--- config.mk ---
export PLATFORM = sky130hd
export DESIGN_NAME = mem_stage_flat
export DESIGN_NICKNAME = d
export VERILOG_FILES = /design/src/rtl/pipe_pkg.sv /design/src/rtl/mem_stage_if.sv /design/src/rtl/mem_align.sv /design/src/rtl/mem_stage.sv /design/src/flat_wrapper.sv
export SDC_FILE = /design/constraint.sdc
export NUM_CORES = 1
export LEC_CHECK = 0
export BUFFER_PORTS_ARGS = -buffer_cell sky130_fd_sc_hd__clkbuf_2
export CAP_MARGIN = 25
export CORE_ASPECT_RATIO = 0.7
export CORE_MARGIN = 4
export CORE_UTILIZATION = 55
export CTS_BUF_LIST = sky130_fd_sc_hd__clkbuf_2 sky130_fd_sc_hd__clkbuf_4 sky130_fd_sc_hd__clkbuf_8
export DETAILED_ROUTE_END_ITERATION = 12
export PLACE_DENSITY = 0.86
export SETUP_SLACK_MARGIN = 0.05
export SYNTH_ARGS = -nofsm -noshare
export SYNTH_HDL_FRONTEND = slang
export SYNTH_SLANG_ARGS = --single-unit
--- constraint.sdc ---
create_clock -name clk -period 8.12 [get_ports clk]
set_input_delay 2.436 -clock clk [delete_from_list [all_inputs] [get_ports clk]]
set_output_delay 2.436 -clock clk [all_outputs]
set_load 0.02 [all_outputs]
--- src/rtl/pipe_pkg.sv ---
// Shared pipeline types: access-type and writeback-select encodings,
// MEM-stage FSM states, the latched request bundle and alignment helpers.
package pipe_pkg;

  typedef enum logic [2:0] {
    DM_B  = 3'b000,
    DM_H  = 3'b001,
    DM_W  = 3'b010,
    DM_BU = 3'b011,
    DM_HU = 3'b100
  } dmtype_e;

  typedef enum logic [1:0] {
    WD_ALU = 2'b00,
    WD_MEM = 2'b01,
    WD_PC4 = 2'b10
  } wdsel_e;

  typedef enum logic [1:0] {
    IDLE,
    ACCESS,
    RESP
  } state_e;

  typedef struct packed {
    logic [31:0] addr;
    logic [31:0] alu_result;
    logic [31:0] wdata;
    logic [2:0]  dmtype;
    logic        we;
    logic        ld;
    logic [4:0]  rd;
    logic        reg_write;
    logic [1:0]  wdsel;
  } mem_req_t;

  // Low address bits after forcing natural alignment.
  function automatic logic [1:0] align_lo(
    input logic [2:0] dm,
    input logic [1:0] a
  );
    if (dm == DM_W)
      return 2'b00;
    if (dm == DM_H || dm == DM_HU)
      return {a[1], 1'b0};
    return a;
  endfunction

  // True when a halfword/word access is not naturally aligned.
  function automatic logic misaligned(
    input logic [2:0] dm,
    input logic [1:0] a
  );
    return ((dm == DM_H || dm == DM_HU) && a[0])
        || ((dm == DM_W) && (a != 2'b00));
  endfunction

endpackage

--- src/rtl/mem_stage_if.sv ---
// Data-memory request/response bus between the MEM stage
// (master) and the data memory (slave).
interface mem_stage_if #(
  parameter int ADDR_W = 32
);
  logic              dmem_req;
  logic              dmem_we;
  logic [ADDR_W-1:0] dmem_addr;
  logic [31:0]       dmem_wdata;
  logic [3:0]        dmem_be;
  logic [31:0]       dmem_rdata;
  logic              dmem_ready;

  modport master (
    output dmem_req,
    output dmem_we,
    output dmem_addr,
    output dmem_wdata,
    output dmem_be,
    input  dmem_rdata,
    input  dmem_ready
  );

  modport slave (
    input  dmem_req,
    input  dmem_we,
    input  dmem_addr,
    input  dmem_wdata,
    input  dmem_be,
    output dmem_rdata,
    output dmem_ready
  );
endinterface

--- src/rtl/mem_align.sv ---
// Byte-lane logic: byte enables, store replication,
// load lane select and sign/zero extension.
module mem_align
  import pipe_pkg::*;
(
  input  logic [1:0]  addr_lo,
  input  logic [2:0]  dmtype,
  input  logic [31:0] store_data,
  input  logic [31:0] rdata,
  output logic [3:0]  be,
  output logic [31:0] wdata,
  output logic [31:0] load_data
);

  logic [31:0] shifted;

  assign shifted = rdata >> {addr_lo, 3'b000};

  // Decode access type into lane enables and data shaping.
  always_comb begin
    be        = 4'b1111;
    wdata     = store_data;
    load_data = rdata;
    unique case (1'b1)
      (dmtype == DM_B): begin
        be        = 4'b0001 << addr_lo;
        wdata     = {4{store_data[7:0]}};
        load_data = {{24{shifted[7]}}, shifted[7:0]};
      end
      (dmtype == DM_BU): begin
        be        = 4'b0001 << addr_lo;
        wdata     = {4{store_data[7:0]}};
        load_data = {24'h0, shifted[7:0]};
      end
      (dmtype == DM_H): begin
        be        = 4'b0011 << addr_lo;
        wdata     = {2{store_data[15:0]}};
        load_data = {{16{shifted[15]}}, shifted[15:0]};
      end
      (dmtype == DM_HU): begin
        be        = 4'b0011 << addr_lo;
        wdata     = {2{store_data[15:0]}};
        load_data = {16'h0, shifted[15:0]};
      end
      default: begin
        be        = 4'b1111;
        wdata     = store_data;
        load_data = rdata;
      end
    endcase
  end

endmodule

--- src/rtl/mem_stage.sv ---
// MEM pipeline stage: data-memory access FSM plus MEM/WB register.
// Optional MEM_MISALIGN_TRAP_EN traps misaligned H/W instead of aligning.
module mem_stage
  import pipe_pkg::*;
#(
  parameter int ADDR_W = 32
) (
  input  logic        clk,
  input  logic        rstn,
  input  logic        valid_in,
  input  logic [31:0] ALU_result_in,
  input  logic [31:0] ALU_B_in,
  input  logic        MemRead_in,
  input  logic        MemWrite_in,
  input  logic [2:0]  DMType_in,
  input  logic [4:0]  rd_in,
  input  logic        RegWrite_in,
  input  logic [1:0]  WDSel_in,
  mem_stage_if.master dmem,
  output logic        stall_out,
  output logic        valid_out,
  output logic [4:0]  rd_out,
  output logic        RegWrite_out,
  output logic [1:0]  WDSel_out,
  output logic [31:0] ALU_result_out,
  output logic [31:0] load_data_out,
  output logic        misalign_exc
);

  state_e      state;
  mem_req_t    lat;
  mem_req_t    nxt;
  mem_req_t    cur;
  logic        is_mem;
  logic        busy;
  logic        accept;
  logic        acc_mem;
  logic        trap;
  logic        start;
  logic        req_now;
  logic        done;
  logic        fire;
  logic [31:0] addr_n;
  logic [3:0]  be;
  logic [31:0] wdata;
  logic [31:0] ld_ext;

  assign is_mem  = MemRead_in | MemWrite_in;
  assign busy    = (state == ACCESS);
  assign accept  = valid_in & ~busy;
  assign acc_mem = accept & is_mem;

`ifdef MEM_MISALIGN_TRAP_EN
  assign trap   = acc_mem
                & misaligned(DMType_in, ALU_result_in[1:0]);
  assign addr_n = ALU_result_in;
`else
  assign trap   = 1'b0;
  assign addr_n = {ALU_result_in[31:2],
                   align_lo(DMType_in, ALU_result_in[1:0])};
`endif

  assign start   = acc_mem & ~trap;
  assign req_now = rstn & (start | busy);
  assign done    = req_now & dmem.dmem_ready;
  assign fire    = done | (accept & ~start);

  // A store never writes back, even if MemRead is also set.
  assign nxt = '{
    addr:       addr_n,
    alu_result: ALU_result_in,
    wdata:      ALU_B_in,
    dmtype:     DMType_in,
    we:         MemWrite_in,
    ld:         MemRead_in & ~MemWrite_in,
    rd:         rd_in,
    reg_write:  RegWrite_in & ~MemWrite_in,
    wdsel:      WDSel_in
  };

  assign cur = busy ? lat : nxt;

  mem_align u_align (
    .addr_lo    (cur.addr[1:0]),
    .dmtype     (cur.dmtype),
    .store_data (cur.wdata),
    .rdata      (dmem.dmem_rdata),
    .be         (be),
    .wdata      (wdata),
    .load_data  (ld_ext)
  );

  assign dmem.dmem_req   = req_now;
  assign dmem.dmem_we    = req_now & cur.we;
  assign dmem.dmem_addr  = req_now ? cur.addr[ADDR_W-1:0] : '0;
  assign dmem.dmem_wdata = req_now ? wdata : '0;
  assign dmem.dmem_be    = req_now ? be : '0;
  assign stall_out       = req_now;

  // Access FSM, request latch and registered MEM/WB fields.
  always_ff @(posedge clk or negedge rstn) begin
    if (!rstn) begin
      state          <= IDLE;
      lat            <= '0;
      valid_out      <= 1'b0;
      rd_out         <= '0;
      RegWrite_out   <= 1'b0;
      WDSel_out      <= '0;
      ALU_result_out <= '0;
      load_data_out  <= '0;
      misalign_exc   <= 1'b0;
    end else begin
      valid_out    <= fire;
      RegWrite_out <= fire & cur.reg_write & ~trap;
      misalign_exc <= trap;
      if (fire) begin
        rd_out         <= cur.rd;
        WDSel_out      <= cur.wdsel;
        ALU_result_out <= cur.alu_result;
        load_data_out  <= (cur.ld & ~trap) ? ld_ext : '0;
      end
      unique case (state)
        ACCESS: begin
          if (dmem.dmem_ready)
            state <= RESP;
        end
        default: begin
          state <= IDLE;
          if (start) begin
            lat   <= nxt;
            state <= dmem.dmem_ready ? RESP : ACCESS;
          end
        end
      endcase
    end
  end

endmodule

--- src/flat_wrapper.sv ---
// flat-port wrapper written by rule: the top's interface ports become plain ports
module mem_stage_flat import pipe_pkg::*;
#(
  parameter int ADDR_W = 32
)
  (clk, rstn, valid_in, ALU_result_in, ALU_B_in, MemRead_in, MemWrite_in, DMType_in, rd_in, RegWrite_in, WDSel_in, stall_out, valid_out, rd_out, RegWrite_out, WDSel_out, ALU_result_out, load_data_out, misalign_exc, dmem_dmem_req, dmem_dmem_we, dmem_dmem_addr, dmem_dmem_wdata, dmem_dmem_be, dmem_dmem_rdata, dmem_dmem_ready);
  mem_stage_if #(.ADDR_W(ADDR_W)) dmem_i ();
  input  logic clk;
  input  logic rstn;
  input  logic valid_in;
  input  logic [31:0] ALU_result_in;
  input  logic [31:0] ALU_B_in;
  input  logic MemRead_in;
  input  logic MemWrite_in;
  input  logic [2:0] DMType_in;
  input  logic [4:0] rd_in;
  input  logic RegWrite_in;
  input  logic [1:0] WDSel_in;
  output logic stall_out;
  output logic valid_out;
  output logic [4:0] rd_out;
  output logic RegWrite_out;
  output logic [1:0] WDSel_out;
  output logic [31:0] ALU_result_out;
  output logic [31:0] load_data_out;
  output logic misalign_exc;
  output wire logic [$bits(dmem_i.dmem_req)-1:0] dmem_dmem_req;
  output wire logic [$bits(dmem_i.dmem_we)-1:0] dmem_dmem_we;
  output wire logic [$bits(dmem_i.dmem_addr)-1:0] dmem_dmem_addr;
  output wire logic [$bits(dmem_i.dmem_wdata)-1:0] dmem_dmem_wdata;
  output wire logic [$bits(dmem_i.dmem_be)-1:0] dmem_dmem_be;
  input wire logic [$bits(dmem_i.dmem_rdata)-1:0] dmem_dmem_rdata;
  input wire logic [$bits(dmem_i.dmem_ready)-1:0] dmem_dmem_ready;
  assign dmem_dmem_req = dmem_i.dmem_req;
  assign dmem_dmem_we = dmem_i.dmem_we;
  assign dmem_dmem_addr = dmem_i.dmem_addr;
  assign dmem_dmem_wdata = dmem_i.dmem_wdata;
  assign dmem_dmem_be = dmem_i.dmem_be;
  assign dmem_i.dmem_rdata = dmem_dmem_rdata;
  assign dmem_i.dmem_ready = dmem_dmem_ready;
  mem_stage #(.ADDR_W(ADDR_W)) u_core (.clk(clk), .rstn(rstn), .valid_in(valid_in), .ALU_result_in(ALU_result_in), .ALU_B_in(ALU_B_in), .MemRead_in(MemRead_in), .MemWrite_in(MemWrite_in), .DMType_in(DMType_in), .rd_in(rd_in), .RegWrite_in(RegWrite_in), .WDSel_in(WDSel_in), .dmem(dmem_i), .stall_out(stall_out), .valid_out(valid_out), .rd_out(rd_out), .RegWrite_out(RegWrite_out), .WDSel_out(WDSel_out), .ALU_result_out(ALU_result_out), .load_data_out(load_data_out), .misalign_exc(misalign_exc));
endmodule
Yosys cells after proc, flatten, opt, wreduce, memory -nomap -nowiden
Index checks and enable logic that the tools add are counted.
{"block": "totals", "word_cells": 66, "reg_bits": 184, "in_bits": 113, "out_inout_bits": 145}
{"block": "classes", "reduce_logical": 5, "n_eq_ne": 8, "bitwise_logic": 15, "muxes": 19, "n_shift": 3}
{"op": "one-hot mux 32 bit (4 select lines)", "count": 1}
{"op": "2-to-1 mux 109 bit", "count": 1}
{"op": "2-to-1 mux 32 bit", "count": 3}
{"op": "one-hot mux 32 bit (2 select lines)", "count": 1}
{"op": ">> shifter 32 x 5 -> 16 bit", "count": 1}
{"op": "2-to-1 mux 2 bit", "count": 8}
{"op": "AND 1 bit", "count": 9}
{"op": "one-hot mux 4 bit (2 select lines)", "count": 1}
{"op": "equality test 3 x 1 -> 1 bit, second input constant", "count": 2}
{"op": "equality test 3 x 2 -> 1 bit, second input constant", "count": 2}
{"op": "equality test 3 bit, second input constant", "count": 2}
{"op": "2-to-1 mux 4 bit", "count": 1}
{"op": "OR reduction 2 bit", "count": 2}
{"op": "left shift 1 x 2 -> 4 bit, first input constant", "count": 1}
{"op": "left shift 2 x 2 -> 4 bit, first input constant", "count": 1}
{"op": "logical NOT 3 bit", "count": 1}
{"op": "2-to-1 mux 1 bit", "count": 3}
{"op": "NOT 1 bit", "count": 3}
{"op": "bitwise OR 1 bit", "count": 3}
{"op": "equality test 2 x 1 -> 1 bit, second input constant", "count": 1}
{"op": "inequality test 2 bit, second input constant", "count": 1}
{"op": "AND reduction 2 bit", "count": 1}
{"op": "logical OR 1 bit", "count": 1}

Depth between registers and ports, before layout
Gate-level depths: netlist of run 1.
{"block": "logic_depth", "depth_word": 11, "depth_mapped": 11, "ltp_nobuf": 8}

Hierarchy
Synthesis of run 1 repeated with hierarchy kept, for this count alone.
{"block": "hier_totals", "cells_unflattened": 1000, "hier_area_um2": 9302.7}
{"mod": "mem_stage", "area_per_inst_um2": 7447.1, "seq_area_each_um2": 3853.7, "n_inst": 1, "cells_each": 715}
{"mod": "mem_align", "area_per_inst_um2": 1855.5, "seq_area_each_um2": 0.0, "n_inst": 1, "cells_each": 285}

Least setup slack after synthesis of run 1
OpenSTA, ideal clock, no wires.
{"block": "synth_path", "path_kind": "input to output", "startpoint": "input port DMType_in[0]", "endpoint": "output port dmem_dmem_be[0]", "required_time_ps": 5684, "arrival_time_ps": 3871, "stages": 7, "setup_slack_ps": 1813, "path_cell_list": "or3b_1 > o2111a_1 > nor2_2 > buf_4 > buf_6 > a21oi_1 > nor2_1"}
{"block": "synth_via", "elab_chain_len": 10, "elab_cells_between_ends": 21, "cone_classes": "eq/ne (6); shift (2); mux (9); reduce/logical (4)"}
{"item": "start: declaration", "line_no": "flat_wrapper.sv:15", "source": "input logic [2:0] DMType_in;"}
{"item": "equality test 3 x 1 -> 1 bit / equality test 3 bit (equally long branches)", "line_no": "pipe_pkg.sv:44", "source": "if (dm == DM_H || dm == DM_HU)"}
{"item": "logical OR 1 bit", "line_no": "pipe_pkg.sv:44"}
{"item": "2-to-1 mux 1 bit (2 in series)", "line_no": "pipe_pkg.sv:44"}
{"item": "2-to-1 mux 2 bit", "line_no": "pipe_pkg.sv:46", "source": "return a;"}
{"item": "2-to-1 mux 2 bit", "line_no": "pipe_pkg.sv:44"}
{"item": "2-to-1 mux 109 bit (*)", "line_no": "mem_stage.sv:81", "source": "assign cur = busy ? lat : nxt;"}
{"item": "left shift 2 x 2 -> 4 bit / left shift 1 x 2 -> 4 bit (equally long branches)"}
{"item": "one-hot mux 4 bit (2 select lines) (*)", "line_no": "mem_align.sv:24", "source": "unique case (1'b1)"}
{"item": "2-to-1 mux 4 bit (*)", "line_no": "mem_stage.sv:97", "source": "assign dmem.dmem_be = req_now ? be : '0;"}
{"item": "end: declaration", "line_no": "flat_wrapper.sv:31", "source": "output wire logic [$bits(dmem_i.dmem_be)-1:0] dmem_dmem_be;"}
Mark *: on every way between the ends. The rest lies on a longest branch, timed or not. The select of a mux whose other input is x is not followed.

Final worst setup path of run 1
{"block": "layout_path", "startpoint": "input port DMType_in[0]", "endpoint": "output port dmem_dmem_wdata[24]"}
{"block": "layout_via", "elab_chain_len": 5, "elab_cells_between_ends": 9, "cone_classes": "eq/ne (3); mux (3); reduce/logical (3)"}
{"item": "2-to-1 mux 109 bit (*)", "line_no": "mem_stage.sv:81"}
{"item": "equality test 3 x 1 -> 1 bit (tied with other cells)", "line_no": "mem_align.sv:35", "source": "(dmtype == DM_H): begin"}
{"item": "OR reduction 2 bit (no line)"}
{"item": "one-hot mux 32 bit (2 select lines) (*)", "line_no": "mem_align.sv:24"}
{"item": "2-to-1 mux 32 bit (*)", "line_no": "mem_stage.sv:96", "source": "assign dmem.dmem_wdata = req_now ? wdata : '0;"}
{"item": "end: declaration", "line_no": "flat_wrapper.sv:30", "source": "output wire logic [$bits(dmem_i.dmem_wdata)-1:0] dmem_dmem_wdata;"}
Mark *: on every way between the ends. The rest lies on a longest branch, timed or not.

==> metrics.csv, run 1 <==
stage,metric,value,unit
cells_and_area,Finished Core Util,69.1,%
floorplan,die footprint,16400,um2
routing,Routed WL per cell,19.1,um
worst_setup_path,critical path class,input port to output port,
clock_tree,root buf cell,clkbuf_8,
cells_and_area,antenna fix cells,0,
timing,Worst-Margin Slew,1.11,ns
worst_setup_path,Worst Path Required,5.68,ns
timing,Achievable Freq,0.144,GHz
worst_hold_path,Hold Path Class,register to register,
cells_and_area,"final std cell area, no fill",9680,um2
global_route,Total GRT Usage,27.2,%
power,Cell Pwr Density,235,nW/um2
worst_setup_path,FF-to-FF End,u_core.load_data_out[21]$_DFFE_PN0P_,
timing,max_slew headroom,26.0,%
clock_tree,Sink Count,154,
timing,crit path time final,6.95,ns
worst_setup_path,reg-to-reg setup timing slack,3.77,ns
clock_tree,"CTS clk-pin slew, worst paths",0.07,ns
yosys,Syn. warnings,0,
global_route,first-pass GRT wire length,34900,um
worst_hold_path,Hold Crit Endpoint,u_core.load_data_out[7]$_DFFE_PN0P_,
global_route,largest net degree at the start of global routing,82,
global_route,initial antenna violation count,0,
power,Peak VDD IR,0.152,mV
placement,number of port buffers,256,
yosys,Unique masters post-synth,57,
yosys,syn avg cell area,10.2,um2
worst_setup_path,critical path arrival,4.52,ns
yosys,register bit count reported by yosys,154,
routing,Vias/cell,5.84,
yosys,"Top FF cell, synth",dfrtp_1,
placement,global placer's final weighted congestion,0.897,
placement,Area after DPL,9270,um2
routing,drt total wl,22900,um
global_route,total gr overflow,0,
timing,Slew Limit Fails,0,
clock_tree,clk buf depth,2,
yosys,Synth Cell Area,7940,um2
worst_setup_path,worst r2r path cells,9,
timing,period utilisation layout,85.6,%
timing,final setup fails,0,
yosys,"Async S/R FF share, synth",100,%
routing,via count,7024,
clock_tree,clk_lat worst skew,0.44,ns
worst_hold_path,hold path startpoint,u_core.load_data_out[7]$_DFFE_PN0P_,
outcome,outcome,completed,
yosys,Synth Instances,775,
floorplan,Core Area,14000,um2
worst_hold_path,Hold Crit Depth,2,
floorplan,Initial Utilization,56.7,%
worst_setup_path,crit path max fanout,8,
clock_tree,H-Tree Level Count,4,
timing,clk_skew,0.0189,ns
clock_tree,"Setup Fix Bufs, Post-CTS",0,
clock_tree,CTS tree,done,
routing,TritonRoute pass-1 iters,7,
worst_setup_path,Reg-to-Reg Start,u_core.state[1]$_DFFE_PN0P_,
routing,1st-iter DRT viols,688,
timing,setup TNS,0,ns
timing,RSZ-0062 raised after global routing,no,
clock_tree,CTS buffer count,17,
floorplan,die width,152,um
power,static leakage,4.62,nW
placement,DP Worst Slack,1.20,ns
floorplan,site row count,36,
timing,Final Hold Fails,0,
placement,dpl hpwl,16200,um
global_route,vias in the first global route,6558,
yosys,Synth Net Count,888,
timing,hold_ws,0.481,ns
cells_and_area,share of cells above drive strength 1,40.2,%
timing,worst setup margin,1.17,ns
worst_setup_path,CP Launch Type,input port,
floorplan,die height,109,um
cells_and_area,Layout area overhead,22.0,%
yosys,"Seq/Total Area, Yosys",48.6,%
job,Max-Cap Viols,0,
routing,Post-route DRC,0,
worst_setup_path,CP endpoint kind,output port,
routing,Antenna Nets Post-Route,0,
floorplan,# IOs,258,
yosys,Post-synth EDFFs,0,
clock_tree,Hold Buf Count CTS,0,
clock_tree,post-CTS sizing,0,
cells_and_area,nets,1113,
==> stage by stage <==
stage               power [mW]  instances
finish                    2.28       1202
detailed placement        1.68       1171
global route              2.39       1202
floorplan                 1.44        775
global placement          1.66       1171
CTS                       2.28       1202
==> layer usage <==
| layer | GRT usage [%] | up-vias | share of wire (%) |
|---|---|---|---|
| li1 | - | 3245 | - |
| met3 | 7.54 | 43 | 9.0 |
| met5 | 0 | - | 0 |
| met4 | 7.18 | 0 | 2.1 |
| met2 | 42.3 | 361 | 47 |
| met1 | 38.1 | 3375 | 42 |
==> layout make-up <==
type | instances | area (um2)
Fill cell | 1115 | 4330
Sequential cell | 154 | 3850
Timing Repair Buffer | 266 | 1360
Clock inverter | 13 | 159
Tap cell | 190 | 238
Multi-Input combinational cell | 557 | 3800
Clock buffer | 18 | 248
Inverter | 4 | 17.5
==> synth_stat cells (all sizes together), types with 2 or more instances <==
cell	count	area share, %
dfrtp	154	49
nor2	100	4.9
nand2	96	4.8
mux2	89	13
a21oi	50	3.2
mux2i	48	6.1
o21ai	48	3.2
clkbuf	42	2.0
buf	18	1.5
a31oi	17	1.3
o311ai	16	1.8
a22oi	15	1.4
o22ai	12	0.95
and3	9	0.71
o221ai	9	1.6
a211oi	8	0.76
a32oi	5	0.79
inv	4	0.22
nand2b	3	0.24
nand3b	3	0.28
nor3	3	0.19
nor3b	3	0.35
and2	2	0.16
nand3	2	0.13
o2111ai	2	0.30
o211ai	2	0.25
o21a	2	0.19
o31ai	2	0.36
==> cell families (layout without fill, tap and decap cells) <==
| group | count (synthesis) | count (layout) | share of synthesized area (%) |
|---|---|---|---|
| AND/OR/NAND/NOR | 226 | 226 | 12.2 |
| AO/OA/AOI/OAI | 192 | 192 | 16.7 |
| flip-flops | 154 | 154 | 48.6 |
| multiplexers | 137 | 137 | 18.7 |
| buffers and inverters | 64 | 301 | 3.69 |
| other | 1 | 1 | 0.0473 |
| XOR/XNOR | 1 | 1 | 0.110 |
==> layout by cell type (no fill, tap or decap), types with 15 or more instances in the layout <==
cell type / count
a21oi_1: 50
a22oi_1: 15
a31oi_1: 17
clkbuf_2: 255
clkbuf_8: 18
dfrtp_1: 154
mux2_2: 84
mux2i_1: 48
nand2_1: 93
nor2_1: 97
o21ai_0: 41
o311ai_1: 16
==> sequential cells by signal (all words and copies together) (netlist names) <==
| name | flops |
|---|---|
| u_core.ALU_result_out | 32 |
| u_core.RegWrite_out | 1 |
| u_core.WDSel_out | 2 |
| u_core.lat | 79 |
| u_core.load_data_out | 32 |
| u_core.rd_out | 5 |
| u_core.state | 2 |
| u_core.valid_out | 1 |
==> critical path, stage by stage <==
cell and delay (ns):
clkbuf_2 0.16, nor2_1 0.09, mux2_2 0.29, a22oi_1 0.72, o22ai_1 0.19, o21ai_0 0.31, a31oi_1 0.11, clkbuf_2 0.20
==> how the worst max path moves through the flow <==
stage / start / end / depth (start not counted)
floorplan: DMType_in[0] / dmem_dmem_be[0] / 7
global placement: DMType_in[0] / dmem_dmem_wdata[31] / 8
detailed placement: DMType_in[0] / dmem_dmem_wdata[31] / 8
CTS: DMType_in[0] / dmem_dmem_wdata[31] / 8
global route: DMType_in[0] / dmem_dmem_wdata[15] / 8
finish: DMType_in[0] / dmem_dmem_wdata[24] / 8
==> report_power, final <==
group	switching [mW]	internal, mW	leakage (nW)
Clock	0.311	0.290	0.195
Sequential	0.0786	0.907	1.85
Combinational	0.437	0.255	2.58
Total	0.827	1.45	4.62
(Power assumes the default switching activity.)
==> run 2, diff against run 1 <==
- RECOVER_POWER: not set -> 25
==> metrics.csv, run 2 (synthesis results as in run 1) <==
stage,metric,value,unit,change
outcome,outcome,finished with violations,,
outcome,failing checks,"max-capacitance violations, max-slew violations",,
placement,dpl hpwl,16200,um,unchanged
worst_setup_path,crit-path cells,"clkbuf_2, nor2_1, mux2_2, a22oi_1, o22ai_1, o21ai_0, a31oi_1, clkbuf_2",,
clock_tree,CTS buffer count,17,,unchanged
clock_tree,CTS tree,done,,
routing,1st-iter DRT viols,688,,unchanged
worst_setup_path,Crit path max-delay family,compound AO/OA/AOI/OAI gates,,
clock_tree,H-Tree Level Count,4,,unchanged
cells_and_area,Reg area,3850,um2,unchanged
floorplan,die width,152,um,unchanged
timing,period utilisation layout,85.5,%,-0.10 points
cells_and_area,max reg flops,79,,unchanged
timing,crit path time final,6.95,ns,-0.00810 ns
timing,Final Hold Fails,0,,unchanged
floorplan,Core Area,14000,um2,unchanged
power,Cell Pwr Density,236,nW/um2,+0.12%
placement,number of port buffers,256,,unchanged
floorplan,site row count,36,,unchanged
floorplan,Initial Utilization,56.7,%,unchanged
timing,max_slew headroom,-138,%,-160 points
global_route,vias in the first global route,6558,,unchanged
timing,clk_skew,0.0182,ns,-0.000754 ns
floorplan,die height,109,um,unchanged
clock_tree,"CTS clk-pin slew, worst paths",0.08,ns,about the same
cells_and_area,leading registers by flop count,"u_core.lat x79, u_core.ALU_result_out x32, u_core.load_data_out x32",,
routing,Post-route DRC,0,,unchanged
clock_tree,Hold Buf Count CTS,0,,unchanged
routing,via count,7033,,+0.13%
worst_hold_path,Hold Path Class,register to register,,
cells_and_area,"final std cell area, no fill",9670,um2,-0.13%
worst_setup_path,CP endpoint kind,output port,,
clock_tree,clk buf depth,2,,unchanged
clock_tree,"Setup Fix Bufs, Post-CTS",0,,unchanged
worst_setup_path,CP Buf/Inv Count,2,,unchanged
clock_tree,root buf cell,clkbuf_8,,
worst_setup_path,critical path class,input port to output port,,
worst_setup_path,critical path arrival,4.51,ns,about the same
cells_and_area,nets,1113,,unchanged
worst_setup_path,Worst path most repeated cell,clkbuf_2,,
timing,Achievable Freq,0.144,GHz,+0.12%
global_route,Total GRT Usage,27.2,%,unchanged
clock_tree,post-CTS sizing,0,,unchanged
worst_setup_path,crit path max fanout,8,,unchanged
timing,setup TNS,0,ns,unchanged
global_route,initial antenna violation count,0,,unchanged
timing,Worst-Margin Slew,3.57,ns,+2.46 ns
floorplan,die footprint,16400,um2,unchanged
timing,final setup fails,0,,unchanged
timing,Slew Limit Fails,112,,+112
cells_and_area,register with the most flip-flops,u_core.lat,,
routing,Vias/cell,5.85,,+0.13%
cells_and_area,Layout area overhead,21.8,%,
cells_and_area,Finished Core Util,69.0,%,-0.089 points
cells_and_area,Fillers,1118,,+0.27%
routing,Routed WL per cell,19.0,um,-0.15%
floorplan,# IOs,258,,unchanged
worst_setup_path,CP max stage delay,0.72,ns,about the same
routing,drt total wl,22900,um,-0.15%
cells_and_area,area of the multi-input gates,3800,um2,about the same
timing,RSZ-0062 raised after global routing,no,,
global_route,total gr overflow,0,,unchanged
cells_and_area,"most common cell after layout, fill and taps aside",clkbuf_2,,
worst_setup_path,reg-to-reg setup timing slack,3.77,ns,about the same
power,static leakage,4.61,nW,-0.26%
worst_setup_path,CP Launch Type,input port,,
global_route,largest net degree at the start of global routing,82,,unchanged
power,Peak VDD IR,0.152,mV,about the same
clock_tree,clk_lat worst skew,0.44,ns,about the same
placement,global placer's final weighted congestion,0.897,,unchanged
cells_and_area,antenna fix cells,0,,unchanged
routing,TritonRoute pass-1 iters,5,,-2
cells_and_area,share of cells above drive strength 1,39.8,%,-0.40 points
job,Max-Cap Viols,2,,+2
worst_setup_path,slowest CP cell,a22oi_1,,
worst_setup_path,Worst Path Required,5.68,ns,about the same
global_route,first-pass GRT wire length,34900,um,unchanged
clock_tree,Sink Count,154,,unchanged
cells_and_area,most frequent cells in the layout,"254 x clkbuf_2, 154 x dfrtp_1, 97 x nor2_1",,
routing,Antenna Nets Post-Route,0,,unchanged
placement,Area after DPL,9270,um2,unchanged
[run 2: cell types whose count changed in the layout (fill, tap and decap cells not counted)]
cell / change
o21ai_0: +1
o21ai_2: -1
buf_4: -2
clkbuf_1: +3
and2_0: +1
clkbuf_2: -1
and2_1: -1
[run 2: stage by stage]
step	setup slack, ns	instances	hold WS [ns]	total power [mW]
final	1.17	1202	0.481	2.28
after floorplan	1.81	775	0.450	1.44
after CTS	1.20	1202	0.483	2.28
after global routing	1.01	1202	0.514	2.39
after global placement	1.28	1171	0.466	1.66
after detailed placement	1.20	1171	0.465	1.68
[run 2: metal layers]
layer	up-vias	GRT usage [%]	wire [um]	part of all wire, %
met5	-	0	0	0
met4	0	7.18	500	2.2
li1	3248	-	-	-
met1	3375	38.1	9600	42
met2	366	42.3	10700	47
met3	44	7.54	2090	9.1
[run 2: cell type report]
class,count,share of cell area [%]
flip-flops and latches,154,39.9
multi-input cells,557,39.3
repair buffers,266,14.0
clock buffers,18,2.56
well taps,190,2.46
clock inverters,13,1.64
inverters,4,0.181
[run 2: power breakdown]
| group | switching [mW] | internal (mW) | total (mW) |
|---|---|---|---|
| logic | 0.437 | 0.254 | 0.691 |
| registers | 0.0784 | 0.907 | 0.985 |
| clock network | 0.312 | 0.290 | 0.602 |
[run 2: worst paths after layout]
path,startpoint,endpoint,cells past startpoint
worst max-delay path,DMType_in[0],dmem_dmem_wdata[24],8
min in group asynchronous,rstn,u_core.load_data_out[19]$_DFFE_PN0P_,1
worst max register to register,u_core.state[1]$_DFFE_PN0P_,u_core.load_data_out[30]$_DFFE_PN0P_,9
max in group asynchronous,rstn,u_core.lat[5]$_DFFE_PN0P_,2
worst min-delay path,u_core.load_data_out[7]$_DFFE_PN0P_,u_core.load_data_out[7]$_DFFE_PN0P_,2
worst min register to register,u_core.load_data_out[7]$_DFFE_PN0P_,u_core.load_data_out[7]$_DFFE_PN0P_,2
[run 2: worst register-to-register path: cells and delay by family, from the launching register on]
family	cells	cell delay, ns
compound gates	3	0.95
buf+inv	2	0.63
flops	1	0.46
simple gates	4	2.24
